==> src/rtl/npu_pkg.sv <==
// npu_pkg: shared tags, packer state encoding and lane mask helper for the NPU stream path.
package npu_pkg;
    localparam logic TAG_INPUT  = 1'b0;
    localparam logic TAG_WEIGHT = 1'b1;
    localparam int   MAX_LANES  = 32;

    typedef enum logic {PK_EMPTY, PK_FILL} pk_state_e;

    function automatic logic [MAX_LANES-1:0] lane_sel(input int unsigned idx);
        return MAX_LANES'(1) << idx;
    endfunction
endpackage

==> src/rtl/npu_axis_out_reg.sv <==
// npu_axis_out_reg: single-entry valid/ready holding register driving a stream master.
module npu_axis_out_reg #(
    parameter int W = 8
) (
    input  logic         clk,
    input  logic         rst_n,
    input  logic         load_i,
    input  logic [W-1:0] data_i,
    input  logic         ready_i,
    output logic         ready_o,
    output logic         valid_o,
    output logic [W-1:0] data_o
);
    logic         valid_q;
    logic [W-1:0] data_q;

    assign ready_o = !valid_q || ready_i;
    assign valid_o = valid_q;
    assign data_o  = data_q;

    // load_i is only raised while ready_o is high, so a held beat is never overwritten
    always_ff @(posedge clk or negedge rst_n) begin
        if (!rst_n) begin
            valid_q <= 1'b0;
            data_q  <= '0;
        end else if (load_i) begin
            valid_q <= 1'b1;
            data_q  <= data_i;
        end else if (ready_i) begin
            valid_q <= 1'b0;
        end
    end
endmodule

==> src/rtl/npu_axis_packer.sv <==
// npu_axis_packer: packs a narrow element stream into ARRAY_SIZE-lane AXI4-Stream beats
// with tkeep/tlast/tuser, plus beat/frame counters and a tag-switch error pulse.
module npu_axis_packer
    import npu_pkg::*;
#(
    parameter int ARRAY_SIZE = 4,
    parameter int DATA_WIDTH = 8,
    parameter int CNT_WIDTH  = 16
) (
    input  logic                           clk,
    input  logic                           rst_n,
    input  logic                           in_valid,
    output logic                           in_ready,
    input  logic [DATA_WIDTH-1:0]          in_data,
    input  logic                           in_last,
    input  logic                           in_user,
    output logic                           m_tvalid,
    input  logic                           m_tready,
    output logic [ARRAY_SIZE*DATA_WIDTH-1:0] m_tdata,
    output logic [ARRAY_SIZE-1:0]          m_tkeep,
    output logic                           m_tlast,
    output logic                           m_tuser,
    output logic [CNT_WIDTH-1:0]           beat_count,
    output logic [CNT_WIDTH-1:0]           frame_count,
    output logic                           err_tag_switch
);
    localparam int IW = $clog2(ARRAY_SIZE);
    localparam int LW = ARRAY_SIZE * DATA_WIDTH;
    localparam int PW = LW + ARRAY_SIZE + 2;

    pk_state_e           state_q, state_d;
    logic [IW-1:0]       idx_q, idx_d;
    logic [LW-1:0]       lanes_q, lanes_d, lanes_new;
    logic [ARRAY_SIZE-1:0] keep_q, keep_d, keep_new;
    logic                tag_q, tag_d, cur_tag;
    logic                err_q;
    logic [CNT_WIDTH-1:0] beat_q, frame_q;
    logic                accept, complete;

    assign accept   = in_valid && in_ready;
    assign complete = accept && (in_last || idx_q == IW'(ARRAY_SIZE - 1));
    assign cur_tag  = (state_q == PK_EMPTY) ? in_user : tag_q;
    assign keep_new = keep_q | ARRAY_SIZE'(lane_sel(32'(idx_q)));

    always_comb begin
        lanes_new = lanes_q;
        lanes_new[idx_q*DATA_WIDTH +: DATA_WIDTH] = in_data;
    end

    always_comb begin
        state_d = complete ? PK_EMPTY : accept ? PK_FILL : state_q;
        idx_d   = complete ? '0 : accept ? idx_q + 1'b1 : idx_q;
        lanes_d = complete ? '0 : accept ? lanes_new : lanes_q;
        keep_d  = complete ? '0 : accept ? keep_new : keep_q;
        tag_d   = complete ? TAG_INPUT : accept ? cur_tag : tag_q;
    end

    always_ff @(posedge clk or negedge rst_n) begin
        if (!rst_n) begin
            state_q <= PK_EMPTY;
            idx_q   <= '0;
            lanes_q <= '0;
            keep_q  <= '0;
            tag_q   <= TAG_INPUT;
            err_q   <= 1'b0;
            beat_q  <= '0;
            frame_q <= '0;
        end else begin
            state_q <= state_d;
            idx_q   <= idx_d;
            lanes_q <= lanes_d;
            keep_q  <= keep_d;
            tag_q   <= tag_d;
            err_q   <= accept && state_q == PK_FILL && in_user != tag_q;
            if (m_tvalid && m_tready) begin
                beat_q  <= beat_q + 1'b1;
                frame_q <= frame_q + CNT_WIDTH'(m_tlast);
            end
        end
    end

    npu_axis_out_reg #(.W(PW)) u_out (
        .clk     (clk),
        .rst_n   (rst_n),
        .load_i  (complete),
        .data_i  ({lanes_new, keep_new, in_last, cur_tag}),
        .ready_i (m_tready),
        .ready_o (in_ready),
        .valid_o (m_tvalid),
        .data_o  ({m_tdata, m_tkeep, m_tlast, m_tuser})
    );

    assign beat_count     = beat_q;
    assign frame_count    = frame_q;
    assign err_tag_switch = err_q;
endmodule

==> config.mk <==
export PLATFORM = sky130hd
export DESIGN_NAME = npu_axis_packer
export DESIGN_NICKNAME = d
export VERILOG_FILES = /design/src/rtl/npu_pkg.sv /design/src/rtl/npu_axis_out_reg.sv /design/src/rtl/npu_axis_packer.sv
export SDC_FILE = /design/constraint.sdc
export NUM_CORES = 1
export LEC_CHECK = 0
export BUFFER_PORTS_ARGS = -buffer_cell sky130_fd_sc_hd__clkbuf_2
export CAP_MARGIN = 10
export CORE_UTILIZATION = 51
export DETAILED_ROUTE_END_ITERATION = 10
export PLACE_DENSITY_LB_ADDON = 0.12
export RECOVER_POWER = 100
export SLEW_MARGIN = 30
export SYNTH_ARGS = -nofsm -noshare
export SYNTH_HDL_FRONTEND = slang
export SYNTH_HIERARCHICAL = 1
export SYNTH_SLANG_ARGS = --single-unit
==> constraint.sdc <==
create_clock -name clk -period 1.75 [get_ports clk]
set_input_delay 0.0875 -clock clk [delete_from_list [all_inputs] [get_ports clk]]
set_output_delay 0.0875 -clock clk [all_outputs]
set_load 0.03 [all_outputs]
# After elaboration in Yosys (flattened, before gate mapping)
# Cells that the tools add are included.
classes:
  n_bitwise: 1
  add_sub_neg: 4
  n_mux: 14
  shifts: 3
  n_eq_ne: 2
  reduce_logical: 10
ops:
  columns: ["cell", "count"]
  rows:
  - ["32-bit two-way mux", 2]
  - ["5-bit negator with 34-bit output", 1]
  - ["8-bit by 34-bit variable shift with 32-bit output (first input constant)", 1]
  - ["8-bit by 34-bit indexed part select with 32-bit output", 1]
  - ["32-bit bitwise mux", 1]
  - ["16-bit by 1-bit adder with 16-bit output", 1]
  - ["16-bit by 1-bit adder with 16-bit output (second input constant)", 1]
  - ["4-bit two-way mux", 2]
  - ["1-bit two-way mux", 7]
  - ["1-bit logical AND", 5]
  - ["2-bit two-way mux", 2]
  - ["4-bit OR", 1]
  - ["2-bit nonzero test", 2]
  - ["1-bit by 2-bit << shifter with 4-bit output (first input constant)", 1]
  - ["2-bit by 1-bit adder with 2-bit output (second input constant)", 1]
  - ["2-bit == test (second input constant)", 1]
  - ["1-bit logical OR", 2]
  - ["1-bit zero test", 1]
  - ["1-bit != test", 1]
word_totals:
  elab_cells: 44
  regBits: 112
  output_inout_bits: 73

# Logic depth before layout (Yosys ltp)
# Gate-level depths: netlist of run 1.
logic_depth:
  depth_word: 5
  depth_mapped: 8
  ltp_nobuf: 7

# By module
# The synthesis of run 1 kept the hierarchy.
modules_own_cells:
  columns: ["mod", "instances", "area_each_um2", "cells_per_inst", "seq_area_each_um2"]
  rows:
  - ["npu_axis_packer", 1, 3619.7, 341, 1826.8]
  - ["npu_axis_out_reg", 1, 1487.7, 83, 975.9]

# Least setup slack after synthesis of run 1
# Ideal clock, no wire load.
synth_timing:
  kind: "flip-flop to flip-flop"
  from: "register u_out.valid_q (netlist: u_out/valid_o)"
  to: "register u_out.data_q[25] (netlist: u_out/data_o[25])"
  path_slack_ns: -0.334
  required_time_ns: 1.625
  arrival_time_ns: 1.959
  synth_period_minus_slack_ns: 2.084
  path_stages_with_launch: 7
  cell_sequence: "dfrtp_1 -> nand2b_1 -> nand2_1 -> nor2_1 -> buf_6 -> buf_6 -> mux2_4"
synth_via:
  elab_chain_cells: 4
synth_lines:
  columns: ["item", "line_no", "source"]
  rows:
  - ["from (decl)", "npu_axis_out_reg.sv:14", "logic valid_q;"]
  - ["from (signal assigned)", "npu_axis_out_reg.sv:24", "valid_q <= 1'b0;"]
  - ["from (signal assigned)", "npu_axis_out_reg.sv:27", "valid_q <= 1'b1;"]
  - ["from (signal assigned)", "npu_axis_out_reg.sv:30", "valid_q <= 1'b0;"]
  - ["1-bit zero test", "npu_axis_out_reg.sv:17", "assign ready_o = !valid_q || ready_i;"]
  - ["1-bit logical OR", "npu_axis_out_reg.sv:17", null]
  - ["named net in_ready", "npu_axis_packer.sv:13", "output logic in_ready,"]
  - ["1-bit logical AND", "npu_axis_packer.sv:40", "assign accept = in_valid && in_ready;"]
  - ["1-bit logical AND", "npu_axis_packer.sv:41", "assign complete = accept && (in_last || idx_q == IW'(ARRAY_SIZE - 1));"]
  - ["named net complete", "npu_axis_packer.sv:38", "logic accept, complete;"]
  - ["to (signal assigned)", "npu_axis_out_reg.sv:28", "data_q <= data_i;"]
  - ["to (decl)", "npu_axis_out_reg.sv:15", "logic [W-1:0] data_q;"]
# The timed path passes the listed nets, and every way through them passes these cells.
# A chain may end at the register's enable or synchronous reset.

# Worst setup path after layout of run 1
layout_timing:
  from: "register idx_q[1]"
  to: "register lanes_q[31]"
layout_via:
  elab_chain_cells: 5
layout_lines:
  columns: ["item", "line_no", "source"]
  rows:
  - ["from (decl)", "npu_axis_packer.sv:32", "logic [IW-1:0] idx_q, idx_d;"]
  - ["from (signal assigned)", "npu_axis_packer.sv:70", "idx_q <= idx_d;"]
  - ["5-bit negator with 34-bit output", "npu_axis_packer.sv:47", "lanes_new[idx_q*DATA_WIDTH +: DATA_WIDTH] = in_data;"]
  - ["8-bit by 34-bit indexed part select with 32-bit output / 8-bit by 34-bit variable shift with 32-bit output (equally long branches)", "npu_axis_packer.sv:47", null]
  - ["32-bit bitwise mux", "npu_axis_packer.sv:47", null]
  - ["32-bit two-way mux (2 in a row)", "npu_axis_packer.sv:53", "lanes_d = complete ? '0 : accept ? lanes_new : lanes_q;"]
  - ["to (signal assigned)", "npu_axis_packer.sv:71", "lanes_q <= lanes_d;"]
  - ["to (decl)", "npu_axis_packer.sv:33", "logic [LW-1:0] lanes_q, lanes_d, lanes_new;"]
# Several ways; a longest one is shown, not always the timed one. The select of a mux whose other input is x is not followed.

==> summary.txt, run 1 <==
Synthesis
  • Yosys warnings: 6
  • Sequential share of the synthesized area: 54.9%
  • Synth top area share: 54.9%
  • Mean Syn Cell Area: 12.0 um^2
  • Largest cells by area after synthesis: dfrtp_1 55%, mux2_2 7.3%, a22o_1 6.9%
  • FF+latch count, synth: 112
  • Largest area contributor in the netlist: dfrtp_1
  • Cell variety after synth: 36
  • Syn Inst Count: 424
  • Syn Nets: 449
  • Netlist area before placement: 5110 um^2

Clocking
  • Root Buffer: clkbuf_8
  • Longest Clk Path Bufs: 2
  • # H-tree levels: 3
  • CTS Buf Count: 9
  • # clock sinks: 112
  • Clock Latency Late Sink: 370 ps
  • CTS tree: done
  • Reg clk slew, reported paths: 110 ps

Finish
  • Share of cells above drive strength 1: 28.9%
  • Post-layout util: 63.8%
  • Area grow syn2layout: 21.6%
  • Antenna diode count: 0
  • Commonest non-fill, non-tap cell in the layout: dfrtp_1
  • Final Net Count: 559
  • Most frequent cells in the layout: 110 x dfrtp_1, 77 x clkbuf_1, 40 x a22o_1
  • Filler Cell Count: 827

Placement
  • IO Port Bufs: 86
  • Hpwl dp: 7.33 mm
  • GPL Wtd Cong: 0.797

Timing
  • Final setup violating endpoints: 70
  • Fin. Hold Viols: 0
  • Max-slew violations: 0
  • Final worst slack: -104 ps
  • Worst-Margin Slew: 1270 ps
  • Min Clock Period, post-route: 1850 ps
  • Crit share post-route: 106%
  • RSZ-0062 raised after global routing: true
  • Max Freq: 539 MHz
  • Setup tns final: -3350 ps
  • Clock Skews: 12.2 ps
  • Slew headroom: 15.6%

Route
  • DRC errors left: 0
  • Avg WL per Cell: 16.1 um
  • DR WL met2: 5.31 mm
  • Vias per inst: 5.26
  • Routed Antenna Nets: 0
  • Iter 0 DRT Violations: 131
  • Top sig layer: met4
  • Detailed Route WL: 10.8 mm
  • Via count: 3536
  • DRT Pass-1 Iters: 4
  • Metal3 WL: 437 um
  • Met1 wire length: 4.93 mm

Global route
  • Largest net degree at the start of global routing: 66
  • Initial antenna violation count: 0
  • Global router's overall resource usage: 21.2%
  • Grt total ovfl: 0
  • Global-route wire length before repair: 16.9 mm
  • Via count of the first global-routing pass: 3360

Min path
  • HP Start: in_user
  • WHS Path Cells: 3
  • Worst Hold End: err_tag_switch
  • Worst hold-check path type: in2reg

Floorplan
  • Core area: 9730 um^2
  • Starting Density: 52.5%
  • Die Height: 102 um
  • IO Count: 87
  • Cell Rows: 36
  • Die Width: 102 um
  • DIE AREA: 10400 um^2

Run
  • Max-cap violations: 0

Worst setup path
  • Worst setup SP type: register
  • RR Startpoint: idx_q[1]
  • Nature of the critical path endpoint: register
  • R2R depth: 7
  • Critical path startpoint: idx_q[1]
  • Reg-to-reg slack, setup: -100 ps
  • RR Endpoint: lanes_q[31]
  • WS Path Type: reg2reg
  • Crit Path Max Fanout: 8
  • CP Data Required Time: 2010 ps
  • Worst EP arrival: 2110 ps

Power
  • P_leak: 2.87 nW
  • Cell Pwr Density: 1050 nW/um^2
  • Worst vdd ir: 0.608 mV

Status
  • Status: finished, violations left
  • Failing checks: negative setup slack
cell type report:
| cell class | instances | area (um^2) | share of cell area, % |
|---|---|---|---|
| inverter | 28 | 116 | 1.87 |
| multi-input combinational | 260 | 2230 | 35.9 |
| timing repair buffer | 123 | 697 | 11.2 |
| clock inverter | 6 | 67.6 | 1.09 |
| clock buffer | 10 | 128 | 2.06 |
| sequential | 112 | 2810 | 45.2 |
| tap | 133 | 166 | 2.68 |
worst max-delay path by stage:
stage                       endpoint  cells past startpoint
detailed placement       lanes_q[21]                      8
floorplan                lanes_q[24]                      7
global placement    u_out/data_o[15]                      4
CTS                      lanes_q[28]                      7
finish                   lanes_q[31]                      7
global route             lanes_q[31]                      7
synth_stat cells:
cell	count
dfrtp_1	112
a22o_1	40
nand2_1	40
mux2_2	33
inv_1	27
o21ai_0	26
xnor2_1	20
nand3_1	14
ha_1	11
buf_6	10
nand4_1	10
xor2_1	10
mux2_4	9
buf_2	8
nor2_1	8
and3_1	6
buf_4	5
or2_2	5
o21ai_2	4
a21boi_0	3
and3_4	3
and4_1	3
clkbuf_1	2
nand2b_1	2
nor4_2	2
and2_1	1
and2_2	1
and4b_1	1
inv_2	1
nand2_2	1
nand3_2	1
nor2_2	1
nor2b_1	1
nor3_1	1
nor3_2	1
nor4bb_1	1
per-stage QoR:
| stage | std cells | hold slack (ps) | power [mW] | area (um^2) | setup WS (ps) |
|---|---|---|---|---|---|
| 5_1_grt | 672 | 88.8 | 6.86 | 6210 | -168 |
| 3_5_place_dp | 648 | 7.28 | 4.80 | 5780 | -293 |
| 6_report | 672 | 72.2 | 6.55 | 6210 | -104 |
| 4_1_cts | 669 | 58.2 | 6.57 | 6230 | -85.3 |
| 2_1_floorplan | 424 | -208 | 4.18 | 5120 | -1.61 |
| 3_3_place_gp | 647 | 2.40 | 4.73 | 5760 | -271 |
routing by layer:
metal  up-vias  global-route usage, %
met4         0                   8.68
li1       1690                      -
met1      1735                   28.8
met5         -                      0
met3        20                   2.74
met2        91                   34.5
flip-flops by register name, indices dropped and copies added, names as in the netlist, 2 cells and up:
register      cells
frame_count      16
lanes_q          32
u_out/data_o     38
beat_count       16
idx_q             2
keep_q            4
kinds of logic after synthesis:
family / Yosys count / synth area share (%)
AND/OR/NAND/NOR: 103 / 10.9
adder cells (fa/ha/maj): 11 / 2.69
flip-flops: 112 / 54.9
XOR/XNOR: 30 / 5.14
buffers and inverters: 53 / 5.93
AO/OA/AOI/OAI: 73 / 10.5
multiplexers: 42 / 9.92
report_power, final:
group	total [mW]	internal [mW]	switching [mW]	leakage, nW
clock network	1.55	0.669	0.877	0.0929
logic	1.93	0.756	1.17	1.26
registers	3.07	2.85	0.223	1.52
total	6.55	4.27	2.27	2.87
worst max-delay path, stage by stage (launching register included):
cell	delay (ps)
dfrtp_1	370
buf_6	110
clkinvlp_4	150
ha_4	340
and4b_1	220
buf_4	130
and3_4	200
a22o_1	230
what timing repair did:
action	in CTS	in global routing
endpoints found under the setup margin	64	61
pin swaps	13	21
hold buffers	2	0
gates resized for setup	72	26
setup buffers	3	2
cloned	0	1
endpoints found under the hold margin	102	0
Note: power is estimated with default switching activity, not from simulation.
==> run 2: changes to the inputs <==
- CORE_UTILIZATION: 51 -> 56
- clock period: 1.75 -> 2.1 ns (I/O delays scaled with it)
==> run 2 against run 1 <==
Effect of this change: design area decreased by 8.1%; via count decreased by 2.5%; highest routed layer unchanged; worst hold slack got worse by 70 ps; critical path type unchanged; largest cell class unchanged; sequential share of layout area increased by 3.9 points; non-clock buffer count decreased by 21; flip-flop and latch count unchanged; clock power decreased by 13%; maximum frequency decreased by 6.7%; worst setup slack improved by 220 ps; the flow now finishes without violations.
==> summary.txt, run 2 (same netlist as run 1, synthesis figures left out) <==
Status
  • Status: completed

Finish
  • Largest register FFs: 38
  • Post-layout util: 65.1%
  • Filler Cell Count: 757
  • Area grow syn2layout: 11.8%
  • Antenna diode count: 0
  • Multi-input logic area: 1990 um^2
  • Final Net Count: 537
  • Share of cells above drive strength 1: 19.3%
  • Commonest non-fill, non-tap cell in the layout: dfrtp_1
  • Register area: 2800 um^2
  • Most frequent cells in the layout: 112 x dfrtp_1, 76 x clkbuf_1, 41 x nand2_1

Route
  • Avg WL per Cell: 16.2 um
  • Routed Antenna Nets: 0
  • Vias per inst: 5.51
  • DRT Pass-1 Iters: 4
  • Iter 0 DRT Violations: 178
  • Via count: 3446
  • DRC errors left: 0
  • Detailed Route WL: 10.1 mm

Timing
  • Max-slew violations: 0
  • Slew headroom: 26.9%
  • Max Freq: 503 MHz
  • Fin. Hold Viols: 0
  • RSZ-0062 raised after global routing: true
  • Min Clock Period, post-route: 1990 ps
  • Worst-Margin Slew: 1100 ps
  • Final setup violating endpoints: 0
  • Crit share post-route: 94.6%
  • Clock Skews: 13.7 ps
  • Hold slack: 2.56 ps

Power
  • Sequential power share: 49.5%
  • Net Sw Power: 1.74 mW
  • Worst vdd ir: 0.537 mV
  • Clock share of power: 26.2%
  • Pint: 3.41 mW
  • Combinational share of power: 24.3%
  • Cell Pwr Density: 903 nW/um^2
  • Switching share of total power: 33.7%
  • P_leak: 2.67 nW

Floorplan
  • Die Height: 97.5 um
  • IO Count: 87
  • Core area: 8760 um^2
  • Cell Rows: 34
  • DIE AREA: 9510 um^2
  • Die Width: 97.5 um
  • Starting Density: 58.3%

Worst setup path
  • Worst path max stage delay: 390 ps
  • CP Data Required Time: 2400 ps
  • Crit Path Max Fanout: 11
  • Worst setup SP type: register
  • Crit-path most repeated cell: buf_4
  • Cell Chain, Critical Path: buf_4 -> inv_1 -> ha_1 -> buf_4 -> nor4bb_2 -> buf_4 -> nand2_1 -> o21ai_0 -> mux2_2
  • Slowest cell on the critical path: dfrtp_1
  • Nature of the critical path endpoint: register
  • WS Path Type: reg2reg
  • Worst EP arrival: 2280 ps

Clocking
  • # H-tree levels: 3
  • Longest Clk Path Bufs: 2
  • Setup bufs post-CTS: 0
  • CTS Buf Count: 9
  • Root Buffer: clkbuf_8
  • # clock sinks: 112
  • Reg clk slew, reported paths: 100 ps
  • Clock Latency Late Sink: 360 ps
  • CTS tree: done

Run
  • Max-cap violations: 0

Placement
  • IO Port Bufs: 86
  • GPL Wtd Cong: 0.771
  • Hpwl dp: 7.19 mm

Global route
  • Largest net degree at the start of global routing: 44
  • Grt total ovfl: 0
  • Via count of the first global-routing pass: 3438
  • Initial antenna violation count: 0
  • Global-route wire length before repair: 17.0 mm
  • Global router's overall resource usage: 22.3%

Min path
  • Worst hold-check path type: in2reg
## run 2: area by class of cell
| cell class | count | area share [%] |
|---|---|---|
| clock buffers | 11 | 2.65 |
| clock inverters | 5 | 1.12 |
| inverters | 28 | 1.84 |
| multi-input cells | 259 | 34.8 |
| flip-flops and latches | 112 | 49.1 |
| well taps | 108 | 2.37 |
| repair buffers | 102 | 8.11 |
## run 2: path summary, 6_finish.rpt
| kind | startpoint | end | slack (ps) | cells after the start |
|---|---|---|---|---|
| min | in_last | u_out/data_o[1] | 3 | 2 |
| max in group asynchronous | rst_n | u_out/data_o[10] | 480 | 3 |
| max reg2reg | idx_q[1] | u_out/data_o[10] | 110 | 9 |
| min reg2reg | beat_count[15] | beat_count[15] | 470 | 1 |
| min in group asynchronous | rst_n | frame_count[10] | 460 | 2 |
| max | idx_q[1] | u_out/data_o[10] | 110 | 9 |
## run 2: timing repair
item                       4_1_cts  5_1_grt
hold buffers                     1        0
hold endpoints to repair        39        0
gates resized for setup          0        3
setup endpoints to repair        0       24
## run 2: critical path: cells and delay by family, from the launching register on
family / cells / cell delay, ps
AOI/OAI and AO/OA: 1 / 100
and+or+nand+nor: 2 / 350
DFF: 1 / 390
muxes: 1 / 180
buffers and inverters: 4 / 710
adders and majority gates: 1 / 210
## run 2: power groups by stage
stage	logic, mW	registers, mW	clock network (mW)
6_report	1.25	2.55	1.35
5_1_grt	1.37	2.59	1.47
4_1_cts	1.31	2.55	1.39
3_5_place_dp	1.31	2.59	0
3_3_place_gp	1.28	2.58	0
2_1_floorplan	0.547	2.93	0
## run 2: layer usage
layer  wire, um  up-vias  GRT usage [%]
met5          0        -              0
met4        176        0           6.00
met3        430       16           4.17
met2       4780       98           35.6
met1       4730     1690           31.4
li1           -     1642              -
## run 2: stage by stage
step                      setup slack, ps  instances  setup TNS, ps  cell area, um^2  power (mW)
after detailed placement             77.3        608              0             5620        3.90
after global routing                -45.0        625           -171             5710        5.42
after CTS                            66.6        625              0             5840        5.25
after floorplan                      16.3        424              0             5110        3.48
final                                 113        625              0             5710        5.15
after global placement               44.5        607              0             5590        3.86
